==> src/rtl/pipe_ctrl_pkg.sv <==
// Shared types and constants for the pipeline stall/flush controller.
package pipe_ctrl_pkg;

    typedef enum logic [1:0] {
        IDLE,
        RUN,
        ERR
    } md_state_t;

    localparam int REG_AW_DEF = 5;
    localparam logic [4:0] X0 = 5'd0;

endpackage

==> src/rtl/md_seq_fsm.sv <==
// Mul/div sequencer: launches the unit, holds E until MD_Done, and latches
// a sticky timeout error if MD_Done never arrives.
module md_seq_fsm
    import pipe_ctrl_pkg::*;
#(
    parameter int MD_TIMEOUT = 64
) (
    input  logic clk,
    input  logic rst,
    input  logic MulDivE,
    input  logic PCSrcE,
    input  logic MD_Done,
    output logic md_hold,
    output logic MD_Start,
    output logic MD_Busy,
    output logic MD_TimeoutErr
);

    localparam int CW = $clog2(MD_TIMEOUT + 1);
    localparam logic [CW-1:0] CNT_LAST = CW'(MD_TIMEOUT - 1);

    md_state_t     state, state_nxt;
    logic [CW-1:0] cnt, cnt_nxt;

    always_ff @(posedge clk) begin
        if (rst) begin
            state <= IDLE;
            cnt   <= '0;
        end else begin
            state <= state_nxt;
            cnt   <= cnt_nxt;
        end
    end

    always_comb begin
        state_nxt     = state;
        cnt_nxt       = cnt;
        md_hold       = 1'b0;
        MD_Start      = 1'b0;
        MD_Busy       = 1'b0;
        MD_TimeoutErr = 1'b0;
        case (state)
            IDLE: begin
                // A taken branch kills the mul/div sitting in E, so no launch.
                if (MulDivE && !PCSrcE) begin
                    MD_Start  = 1'b1;
                    md_hold   = 1'b1;
                    state_nxt = RUN;
                    cnt_nxt   = '0;
                end
            end
            RUN: begin
                MD_Busy = 1'b1;
                if (MD_Done) begin
                    state_nxt = IDLE;
                end else begin
                    md_hold = 1'b1;
                    if (cnt == CNT_LAST) state_nxt = ERR;
                    else                 cnt_nxt   = cnt + 1'b1;
                end
            end
            ERR: begin
                md_hold       = 1'b1;
                MD_TimeoutErr = 1'b1;
            end
            default: state_nxt = IDLE;
        endcase
        if (rst) begin
            md_hold       = 1'b0;
            MD_Start      = 1'b0;
            MD_Busy       = 1'b0;
            MD_TimeoutErr = 1'b0;
        end
    end

endmodule

==> src/rtl/pipeline_stall_controller.sv <==
// Stall/flush generation for the 5-stage pipeline: load-use bubbles, taken
// branch flushes and multi-cycle mul/div holds in E.
module pipeline_stall_controller
    import pipe_ctrl_pkg::*;
#(
    parameter int MD_TIMEOUT = 64,
    parameter int REG_AW     = REG_AW_DEF
) (
    input  logic              clk,
    input  logic              rst,
    input  logic [REG_AW-1:0] Rs1_D,
    input  logic [REG_AW-1:0] Rs2_D,
    input  logic [REG_AW-1:0] RD_E,
    input  logic              RegWriteE,
    input  logic              ResultSrcE0,
    input  logic              PCSrcE,
    input  logic              MulDivE,
    input  logic              MD_Done,
    output logic              StallF,
    output logic              StallD,
    output logic              StallE,
    output logic              FlushD,
    output logic              FlushE,
    output logic              FlushM,
    output logic              MD_Start,
    output logic              MD_Busy,
    output logic              MD_TimeoutErr
);

    logic lw_stall;
    logic md_hold;

    assign lw_stall = ResultSrcE0 & RegWriteE & (RD_E != REG_AW'(X0)) &
                      ((RD_E == Rs1_D) | (RD_E == Rs2_D));

    md_seq_fsm #(
        .MD_TIMEOUT(MD_TIMEOUT)
    ) u_md_seq (
        .clk          (clk),
        .rst          (rst),
        .MulDivE      (MulDivE),
        .PCSrcE       (PCSrcE),
        .MD_Done      (MD_Done),
        .md_hold      (md_hold),
        .MD_Start     (MD_Start),
        .MD_Busy      (MD_Busy),
        .MD_TimeoutErr(MD_TimeoutErr)
    );

    always_comb begin
        StallF = 1'b0;
        StallD = 1'b0;
        StallE = 1'b0;
        FlushD = 1'b0;
        FlushE = 1'b0;
        FlushM = 1'b0;
        if (rst) begin
            // all outputs held low
        end else if (md_hold || MD_Busy) begin
            // Sequencer owns the pipe: D/E flushes are suppressed, even on the
            // MD_Done cycle when the stalls themselves have already dropped.
            StallF = md_hold;
            StallD = md_hold;
            StallE = md_hold;
            FlushM = md_hold;
        end else begin
            StallF = lw_stall;
            StallD = lw_stall;
            FlushE = lw_stall | PCSrcE;
            FlushD = PCSrcE;
        end
    end

endmodule

==> config.mk <==
export PLATFORM = sky130hd
export DESIGN_NAME = pipeline_stall_controller
export DESIGN_NICKNAME = d
export VERILOG_FILES = /design/src/rtl/pipe_ctrl_pkg.sv /design/src/rtl/md_seq_fsm.sv /design/src/rtl/pipeline_stall_controller.sv
export SDC_FILE = /design/constraint.sdc
export NUM_CORES = 1
export LEC_CHECK = 0
export CAP_MARGIN = 10
export CORE_AREA = 8 8 50 52
export CTS_BUF_LIST = sky130_fd_sc_hd__clkbuf_16
export CTS_CLUSTER_DIAMETER = 50
export DETAILED_ROUTE_END_ITERATION = 7
export DIE_AREA = 0 0 58 60
export GPL_ROUTABILITY_DRIVEN = 1
export PLACE_DENSITY = 0.9
export SLEW_MARGIN = 15
export SYNTH_ARGS = -nofsm -noshare
export SYNTH_HDL_FRONTEND = slang
export SYNTH_SLANG_ARGS = --single-unit
==> constraint.sdc <==
create_clock -name clk -period 2.86 [get_ports clk]
set_clock_uncertainty 0.2 [all_clocks]
set_input_delay 0.572 -clock clk [delete_from_list [all_inputs] [get_ports clk]]
set_output_delay 0.572 -clock clk [all_outputs]
set_load 0.01 [all_outputs]
==> results of run 1 <==
## critical path, delay by kind of cell
kind,cells,cell delay (ns)
and+or+nand+nor,1,0.51
AOI/OAI and AO/OA,2,0.28
buffers and inverters,2,0.67
## report_power, final
| group | internal (mW) | switching (mW) | leakage (nW) | total (mW) |
|---|---|---|---|---|
| combinational | 0.0633 | 0.0447 | 0.396 | 0.108 |
| sequential | 0.128 | 0.00276 | 0.0727 | 0.131 |
| clock | 0.183 | 0.0624 | 0.0423 | 0.245 |
| total | 0.374 | 0.110 | 0.511 | 0.484 |
## path summary, 6_finish.rpt
path | start | end | cells past startpoint
setup / recovery | RD_E[3] | FlushE | 5
hold / removal | u_md_seq.cnt[6]$_SDFFE_PP0P_ | u_md_seq.cnt[6]$_SDFFE_PP0P_ | 2
setup reg to reg | u_md_seq.cnt[0]$_SDFFE_PP0P_ | u_md_seq.cnt[5]$_SDFFE_PP0P_ | 5
hold reg to reg | u_md_seq.cnt[6]$_SDFFE_PP0P_ | u_md_seq.cnt[6]$_SDFFE_PP0P_ | 2
## sequential cells by signal, summed over array words and instances (netlist names)
name / cells
u_md_seq.cnt: 7
u_md_seq.state: 2
## cell families after synthesis
| logic type | share of synthesized area [%] |
|---|---|
| xor+xnor | 11.8 |
| buf+inv | 3.55 |
| flops | 24.3 |
| fa+ha+maj | 1.69 |
| compound gates | 22.8 |
| mux | 1.35 |
| simple gates | 34.5 |
## Yosys cell counts (2+ instances only)
master / number / area (µm²)
nor2_1: 5 / 18.8
or4_1: 2 / 15.0
o2111ai_1: 2 / 17.5
clkbuf_1: 3 / 11.3
nand3_1: 4 / 20.0
nor2b_1: 5 / 31.3
o21bai_1: 3 / 22.5
dfxtp_1: 9 / 180
xor2_1: 10 / 87.6
nand2b_1: 7 / 43.8
buf_4: 2 / 15.0
nand2_1: 4 / 15.0
o22ai_1: 2 / 12.5
a21oi_1: 5 / 25.0
o21ai_0: 6 / 30.0
or2_2: 2 / 12.5
o31ai_1: 2 / 15.0
nor4b_1: 2 / 17.5
nor3_1: 2 / 10.0
## routing by layer
layer	GRT usage [%]	up-vias	part of all wire, %
li1	-	435	-
met1	14.4	394	44
met2	24.0	39	46
met3	5.59	4	8.4
met4	9.09	0	1.8
met5	0	-	0
## timing repair
action,CTS,global route
buffers inserted,0,0
hold buffers,0,0
gates resized for setup,14,8
pin swaps,0,1
endpoints found under the setup margin,6,5
hold endpoints to repair,0,0
## stage by stage
stage	hold slack (ns)	std cells	setup WS [ns]	power, mW	area [µm²]
2_1_floorplan	0.230	94	0.480	0.176	741
3_3_place_gp	0.240	151	-0.273	0.240	1140
3_5_place_dp	0.249	151	-0.343	0.242	1140
4_1_cts	0.257	155	0.0120	0.488	1230
5_1_grt	0.299	155	0.0167	0.508	1240
6_report	0.258	155	0.0619	0.484	1240
## cell type report
class | count | share of cell area, %
clock buffers | 3 | 6.07
clock inverters | 1 | 0.304
multi-input cells | 80 | 45.4
flip-flops and latches | 9 | 14.6
well taps | 18 | 1.82
repair buffers | 44 | 31.8
==> impl_metrics.env, run 1 <==
export IMPL_grt_overflow=0
export IMPL_rsz0062_at_grt="false"
export IMPL_ys_types=36
export IMPL_root_buffer="clkbuf_16"
export IMPL_max_freq_mhz=357
export IMPL_pin_count=31
export IMPL_critical_path_max_fanout=2
export IMPL_vias=872
export IMPL_die_area_um2=3480
export IMPL_postRouteAntennaNets=0
export IMPL_grt_pass1_vias=861
export IMPL_syn_nets=117
export IMPL_avgViaCountPerCell=5.63
export IMPL_hold_path_class="reg2reg"
export IMPL_hpwl_mm=1.88
export IMPL_drive_gt1_share_pct=20.4
export IMPL_row_count=16
export IMPL_drt_total_wl_mm=2.35
export IMPL_arrival_ns=2.03
export IMPL_cap_violations=0
export IMPL_synth_edf_count=0
export IMPL_slowest_stage="or4_4"
export IMPL_p_per_area_nw_per_um2=391
export IMPL_antenna_found_initial=0
export IMPL_crit_path_start_kind="input pin"
export IMPL_reg2reg_slack_ns=0.93
export IMPL_routedWlPerCell_um=15.1
export IMPL_worstSetupPathType="in2out"
export IMPL_track_usage_pct=14.2
export IMPL_period_needed_ns=2.80
export IMPL_io_buffers=30
export IMPL_run_status="complete, no violations"
export IMPL_async_reset_ff_share_pct=0
export IMPL_cts_sinks=9
export IMPL_fin_util_pct=68.6
export IMPL_drc=0
export IMPL_initial_core_util_pct=41.1
export IMPL_fin_crit_sh_pct=97.8
export IMPL_antenna_cells=0
export IMPL_syn_inst=94
export IMPL_cts_tree="done"
export IMPL_cts_buffer_depth=2
export IMPL_final_seq_area_um2=180
export IMPL_slowest_delay_ns=0.51
export IMPL_vdd_drop_max_mv=0.438
export IMPL_clock_latency_ns=0.24
export IMPL_setup_tns_ns=0
export IMPL_ys_seq_area_share_pct=24.3
export IMPL_setup_viol=0
export IMPL_worst_pin_slew_ns=0.371
export IMPL_layout_common_cells="clkdlybuf4s50_1 (19), buf_4 (14), xor2_1 (10)"
export IMPL_grt_max_degree=11
export IMPL_synth_warnings=0
export IMPL_mostFrequentLayoutCell="clkdlybuf4s50_1"
export IMPL_multiInputGateArea_um2=562
export IMPL_worstSetupEndpointType="primary output"
export IMPL_nets=161
export IMPL_syn_cell_area_um2=741
export IMPL_drt_first_pass_iters=4
export IMPL_core_um2=1800
export IMPL_htree_levels=1
export IMPL_drtIter0Drc=12
export IMPL_worstPathCellList="clkdlybuf4s50_1 -> or4_4 -> o2111ai_2 -> o21bai_1 -> clkdlybuf4s15_1"
export IMPL_fillers=159
export IMPL_cp_required_ns=2.09
export IMPL_relSlewSlack_pct=75.3
export IMPL_syn_area_per_cell_um2=7.88
export IMPL_dieHeight_um=60
export IMPL_grt_first_pass_wirelength_mm=3.73
export IMPL_fp_dieW_um=58
export IMPL_synthFlopType="dfxtp_1"
export IMPL_finalHoldViolations=0
export IMPL_slew_violations=0
export IMPL_cts_buffers=3
export IMPL_ys_ff_latch=9
export IMPL_leakagePower_nw=0.511
export IMPL_clkTransAtPathRegs_ns=0.04
export IMPL_area_growth_pct=66.9
export IMPL_place_congestion=0.869
Power figures use the tool's default switching activity.
==> run 2: changes to the inputs <==
CORE_AREA = 8 8 52 54   (was 8 8 50 52)
DIE_AREA = 0 0 60 62   (was 0 0 58 60)
PLACE_DENSITY = 0.84   (was 0.9)
SYNTH_HIERARCHICAL = 1   (was unset)
clock period = 2.6 ns   (was 2.86 ns; I/O delays follow)
==> impl_metrics.env, run 2 <==
export IMPL_critical_path_max_fanout=2
export IMPL_crit_cells=8
export IMPL_area_growth_pct=61.9
export IMPL_synthTopCellsByArea="dfxtp_1 (24%), xor2_1 (12%), nand2b_1 (5.0%)"
export IMPL_finalHoldViolations=0
export IMPL_ys_types=38
export IMPL_clkTransAtPathRegs_ns=0.04
export IMPL_antenna_cells=0
export IMPL_async_reset_ff_share_pct=0
export IMPL_grt_max_degree=11
export IMPL_syn_cell_area_um2=752
export IMPL_fillers=159
export IMPL_yosys_area_top_type="dfxtp_1"
export IMPL_grt_first_pass_wirelength_mm=3.66
export IMPL_fp_dieW_um=60
export IMPL_dieHeight_um=62
export IMPL_reg2reg_slack_ns=0.96
export IMPL_r2r_start="u_md_seq/state[1]$_SDFFE_PP0P_"
export IMPL_ctsHoldBuffers=0
export IMPL_largest_reg_flops=7
export IMPL_worstSetupPathType="in2out"
export IMPL_core_um2=1900
export IMPL_rsz0062_at_grt="true"
export IMPL_cts_buffers=3
export IMPL_p_clk_share_pct=51.5
export IMPL_yosysMostFrequentCell="xor2_1"
export IMPL_cap_violations=0
export IMPL_htree_levels=1
export IMPL_antenna_found_initial=0
export IMPL_setup_viol=0
export IMPL_drtIter0Drc=5
export IMPL_reg_top3="u_md_seq/cnt: 7 flops, u_md_seq/state: 2 flops"
export IMPL_pwr_share_comb_pct=21.1
export IMPL_grt_pass1_vias=828
export IMPL_setup_ws_ns=0.0802
export IMPL_pin_count=31
export IMPL_fin_crit_sh_pct=96.9
export IMPL_mostFrequentLayoutCell="clkdlybuf4s50_1"
export IMPL_drt_total_wl_mm=2.27
export IMPL_drc=0
export IMPL_ys_seq_area_share_pct=24.0
export IMPL_largest_register="u_md_seq/cnt"
export IMPL_stdcell_count=154
export IMPL_worst_pin_slew_ns=0.280
export IMPL_crit_end="FlushE"
export IMPL_place_congestion=0.894
export IMPL_cts_buffer_depth=2
export IMPL_vdd_drop_max_mv=0.386
export IMPL_worstPathCellList="dlygate4sd2_1 -> nor2b_4 -> o31ai_1 -> nor2_1 -> nor3_2 -> and2_4 -> o21bai_1 -> buf_2"
export IMPL_r2r_end="u_md_seq/cnt[5]$_SDFFE_PP0P_"
export IMPL_io_buffers=30
export IMPL_row_count=16
export IMPL_vias=807
export IMPL_grt_overflow=0
export IMPL_cts_sinks=9
export IMPL_cts_tree="done"
export IMPL_synth_edf_count=0
export IMPL_root_buffer="clkbuf_16"
export IMPL_avgViaCountPerCell=5.24
export IMPL_dp_slack_ns=-0.445
export IMPL_worstSetupEndpointType="primary output"
export IMPL_max_freq_mhz=397
export IMPL_hold_path_class="reg2reg"
export IMPL_path_delay_family="simple AND/OR/NAND/NOR gates"
export IMPL_layout_common_cells="clkdlybuf4s50_1 (16), xor2_1 (10), dlygate4sd2_1 (9), buf_4 (9), dfxtp_1 (9)"
export IMPL_slowest_delay_ns=0.23
export IMPL_drt_first_pass_iters=4
export IMPL_postRouteAntennaNets=0
export IMPL_track_usage_pct=13.1
export IMPL_cp_num_buf_inv=2
export IMPL_crit_path_start="MulDivE"
export IMPL_routedWlPerCell_um=14.7
export IMPL_reg2reg_depth=5
export IMPL_ys_ff_latch=9
export IMPL_relSlewSlack_pct=81.3
export IMPL_synth_top_cell_area_share_pct=24.0
export IMPL_drive_gt1_share_pct=26.0
export IMPL_run_status="complete, no violations"
export IMPL_synth_warnings=6
export IMPL_leakagePower_nw=0.517
export IMPL_syn_area_per_cell_um2=8.45
export IMPL_hpwl_mm=1.78
export IMPL_seq_power_share_pct=27.3
export IMPL_dpl_cell_count=149
export IMPL_clock_latency_ns=0.24
export IMPL_internal_power_uw=403
export IMPL_synthFlopType="dfxtp_1"
export IMPL_nets=151
export IMPL_switching_share_pct=22.6
export IMPL_period_needed_ns=2.52
export IMPL_die_area_um2=3720
export IMPL_yosys_top_cells_count="xor2_1 (10), dfxtp_1 (9), nand2b_1 (6), nor2_1 (6)"
export IMPL_syn_inst=89
export IMPL_arrival_ns=1.80
export IMPL_p_per_area_nw_per_um2=427
export IMPL_slew_violations=0
export IMPL_syn_nets=112
export IMPL_crit_path_start_kind="input pin"
export IMPL_initial_core_util_pct=39.5
export IMPL_cp_required_ns=1.88
export IMPL_p_switching_uw=118
export IMPL_slowest_stage="dlygate4sd2_1"
==> run 2: cell count changes in the layout (fill, tap and decap cells not counted), sizes merged, moves of 2 or more <==
cell / delta
clkdlybuf4s50: -3
inv: +2
buf: -2
or4: -2
or2: -2
nor3b: +2
nor3: +3
dlygate4sd2: +3
a21oi: -3
nand4: +2
nand2b: -2
o2111ai: -2
==> run 2: per-layer routing <==
layer | track usage, % | routed length (µm) | vias up
met5 | 0 | 0 | -
met4 | 6.12 | 34 | 0
met3 | 4.32 | 185 | 3
met2 | 22.5 | 1060 | 33
met1 | 14.4 | 990 | 372
li1 | - | - | 399
==> run 2: what timing repair did <==
| item | 4_1_cts | 5_1_grt |
|---|---|---|
| cloned | 0 | 0 |
| setup buffers | 1 | 0 |
| endpoints found under the setup margin | 9 | 6 |
| gates resized for setup | 27 | 9 |
| pin swaps | 5 | 2 |
==> run 2: cell families (layout without fill, tap and decap cells) <==
family                   Yosys count  count (layout)  share of synthesized area, %
flip-flops                         9               9                          24.0
XOR/XNOR                          10              10                          11.6
AND/OR/NAND/NOR                   40              40                          34.8
adder cells (fa/ha/maj)            1               1                          1.66
AO/OA/AOI/OAI                     22              22                          23.0
buffers and inverters              7              45                          4.99
==> run 2: how the worst min path moves through the flow <==
stage	startpoint	end	depth (start not counted)	slack [ns]
final	u_md_seq/cnt[6]$_SDFFE_PP0P_	u_md_seq/cnt[6]$_SDFFE_PP0P_	1	0.28
after global placement	u_md_seq/cnt[6]$_SDFFE_PP0P_	u_md_seq/cnt[6]$_SDFFE_PP0P_	1	0.27
after detailed placement	u_md_seq/cnt[6]$_SDFFE_PP0P_	u_md_seq/cnt[6]$_SDFFE_PP0P_	1	0.28
after global routing	u_md_seq/cnt[6]$_SDFFE_PP0P_	u_md_seq/cnt[6]$_SDFFE_PP0P_	1	0.30
after floorplan	u_md_seq/cnt[6]$_SDFFE_PP0P_	u_md_seq/cnt[6]$_SDFFE_PP0P_	1	0.25
after CTS	u_md_seq/cnt[6]$_SDFFE_PP0P_	u_md_seq/cnt[6]$_SDFFE_PP0P_	1	0.28
==> run 2: final cells by class <==
class | instances | area, µm² | share of cell area [%]
Sequential cell | 9 | 180 | 14.8
Timing Repair Buffer | 39 | 345 | 28.4
Clock inverter | 1 | 3.75 | 0.308
Tap cell | 27 | 33.8 | 2.77
Multi-Input combinational cell | 73 | 572 | 47.0
Inverter | 2 | 7.51 | 0.617
Clock buffer | 3 | 75.1 | 6.17
==> run 2: stage by stage <==
stage / TNS [ns] / util, % / hold slack, ns / power (mW) / cell area [µm²]
2_1_floorplan: 0 / - / 0.252 / 0.188 / 752
3_3_place_gp: -2.47 / 58.7 / 0.266 / 0.248 / 1120
3_5_place_dp: -2.64 / 58.7 / 0.279 / 0.251 / 1120
4_1_cts: -0.0607 / 62.8 / 0.284 / 0.518 / 1190
5_1_grt: -0.00287 / 64.0 / 0.295 / 0.539 / 1220
6_report: 0 / 64.0 / 0.279 / 0.520 / 1220
==> run 2: power by group through the flow <==
stage	Sequential [mW]	Clock [mW]	Combinational (mW)
after detailed placement	0.144	0	0.107
after floorplan	0.144	0	0.0440
after global placement	0.144	0	0.104
final	0.142	0.268	0.110
after global routing	0.142	0.279	0.118
after CTS	0.142	0.272	0.105
